===== src/rtl/vector_packer_if.sv =====
// Stream bundle for vector_packer: byte-pair beats in, packed lane vectors out.
// The slave view belongs to the packer and the master view to its environment.
interface vector_packer_if #(
    parameter int LANES = 16,
    parameter int BW    = 8
);
    logic                          in_valid;
    logic                          in_ready;
    logic [BW-1:0]                 in_pixel;
    logic [BW-1:0]                 in_weight;
    logic                          in_last;
    logic                          out_valid;
    logic                          out_ready;
    logic [LANES*BW-1:0]           out_pixels;
    logic [LANES*BW-1:0]           out_weights;
    logic                          out_last;
    logic [$clog2(LANES+1)-1:0]    out_count;

    modport slave (
        input  in_valid, in_pixel, in_weight, in_last, out_ready,
        output in_ready, out_valid, out_pixels, out_weights, out_last, out_count
    );

    modport master (
        output in_valid, in_pixel, in_weight, in_last, out_ready,
        input  in_ready, out_valid, out_pixels, out_weights, out_last, out_count
    );
endinterface


===== src/rtl/vector_packer.sv =====
// Packs a stream of pixel/weight byte pairs into LANES-wide vectors, lane 0 in the MSB byte.
// A completed vector is parked in the assembly registers (HOLD) while the output register is busy.
module vector_packer #(
    parameter int LANES = 16,
    parameter int BW    = 8
) (
    input  logic           clk,
    input  logic           rst_n,
    vector_packer_if.slave bus
);
    localparam int VW    = LANES * BW;
    localparam int IDX_W = (LANES > 1) ? $clog2(LANES) : 1;
    localparam int CNT_W = $clog2(LANES + 1);

    typedef enum logic {FILL, HOLD} state_t;

    state_t           state_q;
    logic [IDX_W-1:0] lane_q;
    logic [VW-1:0]    asm_pix_q, asm_wgt_q;
    logic [VW-1:0]    out_pix_q, out_wgt_q;
    logic [CNT_W-1:0] hold_cnt_q, out_cnt_q;
    logic             hold_last_q, out_last_q;
    logic             out_valid_q, in_ready_q;

    logic [VW-1:0]    asm_pix_d, asm_wgt_d;
    logic [CNT_W-1:0] beat_cnt;
    logic             accept, complete, out_free;

    // Assembly contents with the current beat dropped into its lane.
    always_comb begin
        asm_pix_d = asm_pix_q;
        asm_wgt_d = asm_wgt_q;
        for (int k = 0; k < LANES; k++) begin
            if (lane_q == IDX_W'(k)) begin
                asm_pix_d[(LANES-k)*BW-1 -: BW] = bus.in_pixel;
                asm_wgt_d[(LANES-k)*BW-1 -: BW] = bus.in_weight;
            end
        end
    end

    assign accept   = bus.in_valid & in_ready_q;
    assign complete = accept & (bus.in_last | (lane_q == IDX_W'(LANES - 1)));
    assign out_free = ~out_valid_q | bus.out_ready;
    assign beat_cnt = CNT_W'(lane_q) + CNT_W'(1);

    always_ff @(posedge clk or negedge rst_n) begin
        if (!rst_n) begin
            state_q     <= FILL;
            lane_q      <= '0;
            asm_pix_q   <= '0;
            asm_wgt_q   <= '0;
            out_pix_q   <= '0;
            out_wgt_q   <= '0;
            hold_cnt_q  <= '0;
            out_cnt_q   <= '0;
            hold_last_q <= 1'b0;
            out_last_q  <= 1'b0;
            out_valid_q <= 1'b0;
            in_ready_q  <= 1'b1;
        end else begin
            // Consumed output drops unless a replacement is loaded below.
            if (out_valid_q && bus.out_ready) begin
                out_valid_q <= 1'b0;
            end
            case (state_q)
                FILL: begin
                    if (accept) begin
                        if (complete && out_free) begin
                            out_pix_q   <= asm_pix_d;
                            out_wgt_q   <= asm_wgt_d;
                            out_cnt_q   <= beat_cnt;
                            out_last_q  <= bus.in_last;
                            out_valid_q <= 1'b1;
                            asm_pix_q   <= '0;
                            asm_wgt_q   <= '0;
                            lane_q      <= '0;
                        end else if (complete) begin
                            asm_pix_q   <= asm_pix_d;
                            asm_wgt_q   <= asm_wgt_d;
                            hold_cnt_q  <= beat_cnt;
                            hold_last_q <= bus.in_last;
                            state_q     <= HOLD;
                            in_ready_q  <= 1'b0;
                        end else begin
                            asm_pix_q   <= asm_pix_d;
                            asm_wgt_q   <= asm_wgt_d;
                            lane_q      <= lane_q + IDX_W'(1);
                        end
                    end
                end
                HOLD: begin
                    // out_valid is always high here, so out_ready alone frees the register.
                    if (bus.out_ready) begin
                        out_pix_q   <= asm_pix_q;
                        out_wgt_q   <= asm_wgt_q;
                        out_cnt_q   <= hold_cnt_q;
                        out_last_q  <= hold_last_q;
                        out_valid_q <= 1'b1;
                        asm_pix_q   <= '0;
                        asm_wgt_q   <= '0;
                        lane_q      <= '0;
                        state_q     <= FILL;
                        in_ready_q  <= 1'b1;
                    end
                end
                default: state_q <= FILL;
            endcase
        end
    end

    assign bus.in_ready    = in_ready_q;
    assign bus.out_valid   = out_valid_q;
    assign bus.out_pixels  = out_pix_q;
    assign bus.out_weights = out_wgt_q;
    assign bus.out_last    = out_last_q;
    assign bus.out_count   = out_cnt_q;
endmodule


===== src/flat_wrapper.sv =====
// flat-port wrapper written by rule: the top's interface ports become plain ports
module vector_packer_flat 
#(
    parameter int LANES = 16,
    parameter int BW    = 8
)
  (clk, rst_n, bus_in_valid, bus_in_pixel, bus_in_weight, bus_in_last, bus_out_ready, bus_in_ready, bus_out_valid, bus_out_pixels, bus_out_weights, bus_out_last, bus_out_count);
  vector_packer_if #(.LANES(LANES), .BW(BW)) bus_i ();
  input  logic clk;
  input  logic rst_n;
  input wire logic [$bits(bus_i.in_valid)-1:0] bus_in_valid;
  input wire logic [$bits(bus_i.in_pixel)-1:0] bus_in_pixel;
  input wire logic [$bits(bus_i.in_weight)-1:0] bus_in_weight;
  input wire logic [$bits(bus_i.in_last)-1:0] bus_in_last;
  input wire logic [$bits(bus_i.out_ready)-1:0] bus_out_ready;
  output wire logic [$bits(bus_i.in_ready)-1:0] bus_in_ready;
  output wire logic [$bits(bus_i.out_valid)-1:0] bus_out_valid;
  output wire logic [$bits(bus_i.out_pixels)-1:0] bus_out_pixels;
  output wire logic [$bits(bus_i.out_weights)-1:0] bus_out_weights;
  output wire logic [$bits(bus_i.out_last)-1:0] bus_out_last;
  output wire logic [$bits(bus_i.out_count)-1:0] bus_out_count;
  assign bus_i.in_valid = bus_in_valid;
  assign bus_i.in_pixel = bus_in_pixel;
  assign bus_i.in_weight = bus_in_weight;
  assign bus_i.in_last = bus_in_last;
  assign bus_i.out_ready = bus_out_ready;
  assign bus_in_ready = bus_i.in_ready;
  assign bus_out_valid = bus_i.out_valid;
  assign bus_out_pixels = bus_i.out_pixels;
  assign bus_out_weights = bus_i.out_weights;
  assign bus_out_last = bus_i.out_last;
  assign bus_out_count = bus_i.out_count;
  vector_packer #(.LANES(LANES), .BW(BW)) u_core (.clk(clk), .rst_n(rst_n), .bus(bus_i));
endmodule

===== config.mk =====
export PLATFORM = sky130hd
export DESIGN_NAME = vector_packer_flat
export DESIGN_NICKNAME = d
export VERILOG_FILES = /design/src/rtl/vector_packer_if.sv /design/src/rtl/vector_packer.sv /design/src/flat_wrapper.sv
export SDC_FILE = /design/constraint.sdc
export NUM_CORES = 1
export LEC_CHECK = 0
export CORE_ASPECT_RATIO = 1.4
export CORE_MARGIN = 8
export CORE_UTILIZATION = 34
export DETAILED_ROUTE_END_ITERATION = 7
export GPL_ROUTABILITY_DRIVEN = 1
export GPL_TIMING_DRIVEN = 0
export PLACE_DENSITY = 0.51
export REMOVE_ABC_BUFFERS = 1
export SLEW_MARGIN = 15
export SYNTH_ARGS = -nofsm -noshare
export SYNTH_HDL_FRONTEND = slang
export SYNTH_SLANG_ARGS = --single-unit

===== constraint.sdc =====
create_clock -name clk -period 2.1 [get_ports clk]
set_input_delay 0.63 -clock clk [delete_from_list [all_inputs] [get_ports clk]]
set_output_delay 0.63 -clock clk [all_outputs]
set_load 0.005 [all_outputs]

==> results.py <==
metrics = {
    "synth": {
        "yosys_warnings": 0,
        "syn_avg_cell_area_sq_um": 11.8,
        "synth_top_family_by_area": "compound AO/OA/AOI/OAI gates",
        "seq_area_frac_synth_pct": 57.6,
        "synth_fa_ha_area_share_pct": 0.217,
        "synthXorXnorAreaFrac_pct": 0.0379,
        "synth-simple-area-share_pct": 7.63,
        "synth.most_common_cell": "dfrtp_1",
        "synthCells": 1958,
        "synth_cell_types": 55,
        "async_reset_ff_share_pct": 100,
        "synth_mux_area_share_pct": 11.2,
        "synthTopCellsByArea": "dfrtp_1 57%, mux2i_1 11%, a32o_1 6.3%, a21oi_1 5.8%, nor2_1 4.4%",
        "synth_top_area_cell": "dfrtp_1",
        "synth_compound_area_share_pct": 18.1,
        "synth_edf_count": 0,
        "synth_top_area_share_pct": 57.5,
        "ys_seq_elements": 531,
        "synth_ff_type": "dfrtp_1",
        "synth_area_sq_um": 23100,
        "netlist_top_cells_count": "530 x dfrtp_1, 268 x nor2_1, 266 x a21oi_1",
    },
    "timing": {
        "slew_viol_final": 0,
        "hold_ws_ns": 0.0320,
        "slew_headroom_pct": 44.4,
        "fin_crit_sh_pct": 99.2,
        "tightestPinTransition_ns": 0.831,
        "setup_violations": 0,
        "hold_viol_final": 0,
        "fin_worst_skew_ns": 0.0132,
        "timing.final.ws_setup_ns": 0.0161,
        "fmax_mhz": 480,
        "final.setup.tns_ns": 0,
        "rsz0062_at_grt": "true",
        "post-route-min-period_ns": 2.08,
    },
    "worst_hold_path": {
        "min_path_type": "in -> async",
    },
    "drt": {
        "drc": 0,
        "vias": 17500,
        "ant_nets": 0,
        "wl_per_cell_microns": 24.6,
        "firstDrtPassIters": 6,
        "drtIter0Drc": 1193,
        "viasPerCell": 5.42,
        "drt-total-wl_microns": 79400,
    },
    "power_and_ir_drop": {
        "irDropWorstVdd_uv": 729,
        "pwr_density_cell_nw_per_um2": 1330,
        "power.leakage_nw": 13.8,
    },
    "floorplanning": {
        "dieArea_sq_um": 76600,
        "core_sq_um": 67600,
        "rows": 113,
        "die_y_microns": 324,
        "die_w_microns": 236,
        "initial_utilization_pct": 34.2,
        "ioPinCount": 285,
    },
    "clock_network": {
        "cts-root-buf": "clkbuf_16",
        "cts_tree": "yes",
        "cts_buffers": 53,
        "clock_sinks": 531,
        "cts.path.max_buffers": 3,
        "cts_max_level": 2,
        "clk_pin_slew_ns": 0.07,
        "clk_latency_ns": 0.60,
    },
    "placement": {
        "port_buffers": 284,
        "dpl_cell_area_sq_um": 26900,
        "place_congestion": 0.737,
        "dp_hpwl_microns": 48200,
        "dp_slack_ns": -1.66,
    },
    "worst_setup_path": {
        "setup.worst_path.end_class": "flip-flop",
        "cp-start-kind": "flip-flop",
        "cp.required_ns": 2.64,
        "crit_fanout": 8,
        "crit_type": "reg -> reg",
        "critPathArrivalTime_ns": 2.63,
    },
    "global_routing": {
        "grt_pass1_vias": 17800,
        "grt_max_degree": 103,
        "grt_pass1_wl_microns": 118000,
        "grtUsageTotal_pct": 20.1,
        "antenna_found_initial": 4,
        "grt_overflow": 0,
    },
    "outcome": {
        "status": "finished, final reports clean",
    },
    "cells_and_area": {
        "nets": 2339,
        "syn_to_final_growth_pct": 33.4,
        "finish.instance_area_sq_um": 30800,
        "drive_gt1_share_pct": 18.4,
        "nFillCells": 6350,
    },
    "job": {
        "maxCapViolations": 0,
    },
}
==> per-layer routing <==
| metal | GRT usage, % | wire length [microns] |
|---|---|---|
| met2 | 35.2 | 40200 |
| met1 | 24.8 | 32500 |
| met4 | 7.60 | 3050 |
| met5 | 0 | 12 |
| met3 | 3.31 | 3630 |
==> critical path, cell delays in order (launching register included) <==
cell and delay, ns:
dfrtp_2 0.44, buf_4 0.14, buf_4 0.13, ha_4 0.18
buf_12 0.14, buf_4 0.14, and3_4 0.18, o31ai_4 0.31
clkbuf_16 0.23, a22o_1 0.13
==> metrics by stage <==
step,utilization [%],total power [mW],std cells
floorplan,-,18.4,1748
global placement,38.2,21.7,2894
detailed placement,39.8,30.2,2956
CTS,44.5,40.8,3169
global route,45.6,43.3,3220
finish,45.6,40.9,3221
==> path summary, 6_finish.rpt <==
path                                                 from  cells past startpoint                                     to  slack [ns]
setup / recovery             u_core.lane_q[1]$_DFFE_PN0P_                      9       u_core.asm_wgt_q[13]$_DFFE_PN0P_        0.02
hold / removal                                      rst_n                      1  u_core.bus.out_pixels[71]$_DFFE_PN0P_        0.03
setup reg to reg             u_core.lane_q[1]$_DFFE_PN0P_                      9       u_core.asm_wgt_q[13]$_DFFE_PN0P_        0.02
hold reg to reg            u_core.hold_last_q$_DFFE_PN0P_                      2         u_core.hold_last_q$_DFFE_PN0P_        0.49
max in group asynchronous                           rst_n                      4  u_core.bus.out_pixels[52]$_DFFE_PN0P_        0.28
min in group clk                            bus_out_ready                      2               u_core.state_q$_DFF_PN0_        0.35
==> power breakdown <==
part | switching (mW) | total, mW | leakage (nW) | internal (mW)
clock | 4.17 | 9.94 | 0.894 | 5.76
combinational | 7.90 | 15.5 | 6.07 | 7.58
sequential | 2.12 | 15.4 | 6.80 | 13.3
==> state kept, by name, indices dropped and copies added (netlist names) <==
| name | flops |
|---|---|
| u_core.hold_last_q | 1 |
| u_core.bus.out_valid | 1 |
| u_core.bus.out_weights | 128 |
| u_core.asm_pix_q | 128 |
| u_core.asm_wgt_q | 128 |
| u_core.bus.in_ready | 1 |
| u_core.bus.out_count | 5 |
| u_core.bus.out_last | 1 |
| u_core.state_q | 1 |
| u_core.bus.out_pixels | 128 |
| u_core.hold_cnt_q | 5 |
| u_core.lane_q | 4 |
==> cells in the final DEF (no fill, tap or decap), types with 10 or more instances in the layout <==
cell type      count
a22o_1            97
buf_12            58
dlygate4sd2_1    263
nor2_1           254
clkbuf_16         64
clkbuf_1          12
buf_2             18
mux2i_1          257
buf_4            107
clkbuf_8          10
clkinv_2          15
buf_6             18
nor2_2            14
nand3_1           17
a32o_1           145
buf_16            22
a21oi_1          257
o211ai_1          17
o31ai_4           12
dfrtp_1          521
nand2_1           50
==> logic make-up (layout without fill, tap and decap cells) <==
logic type | count (synthesis) | in the layout
flops | 531 | 531
compound gates | 556 | 557
mux | 259 | 259
buf+inv | 215 | 609
simple gates | 392 | 397
fa+ha+maj | 4 | 4
other cells | 0 | 1
xor+xnor | 1 | 1
==> layout make-up <==
type / count / area (sq um) / share of cell area, %
well taps: 862 / 1080 / 3.50
repair buffers: 505 / 5550 / 18.0
inverters: 5 / 20.0 / 0.0650
diodes: 1 / 2.50 / 0.00812
flip-flops and latches: 531 / 13300 / 43.2
clock buffers: 77 / 1560 / 5.06
clock inverters: 22 / 244 / 0.792
multi-input cells: 1218 / 9040 / 29.3
==> repair_timing <==
item / 4_1_cts / 5_1_grt
endpoints found under the setup margin: 794 / 202
gates cloned: 9 / 9
buffers inserted: 106 / 45
pin swaps: 32 / 15
gates resized for setup: 372 / 37
endpoints found under the hold margin: 0 / 0
hold buffers: 0 / 0
Note: power is estimated with default switching activity, not from simulation.
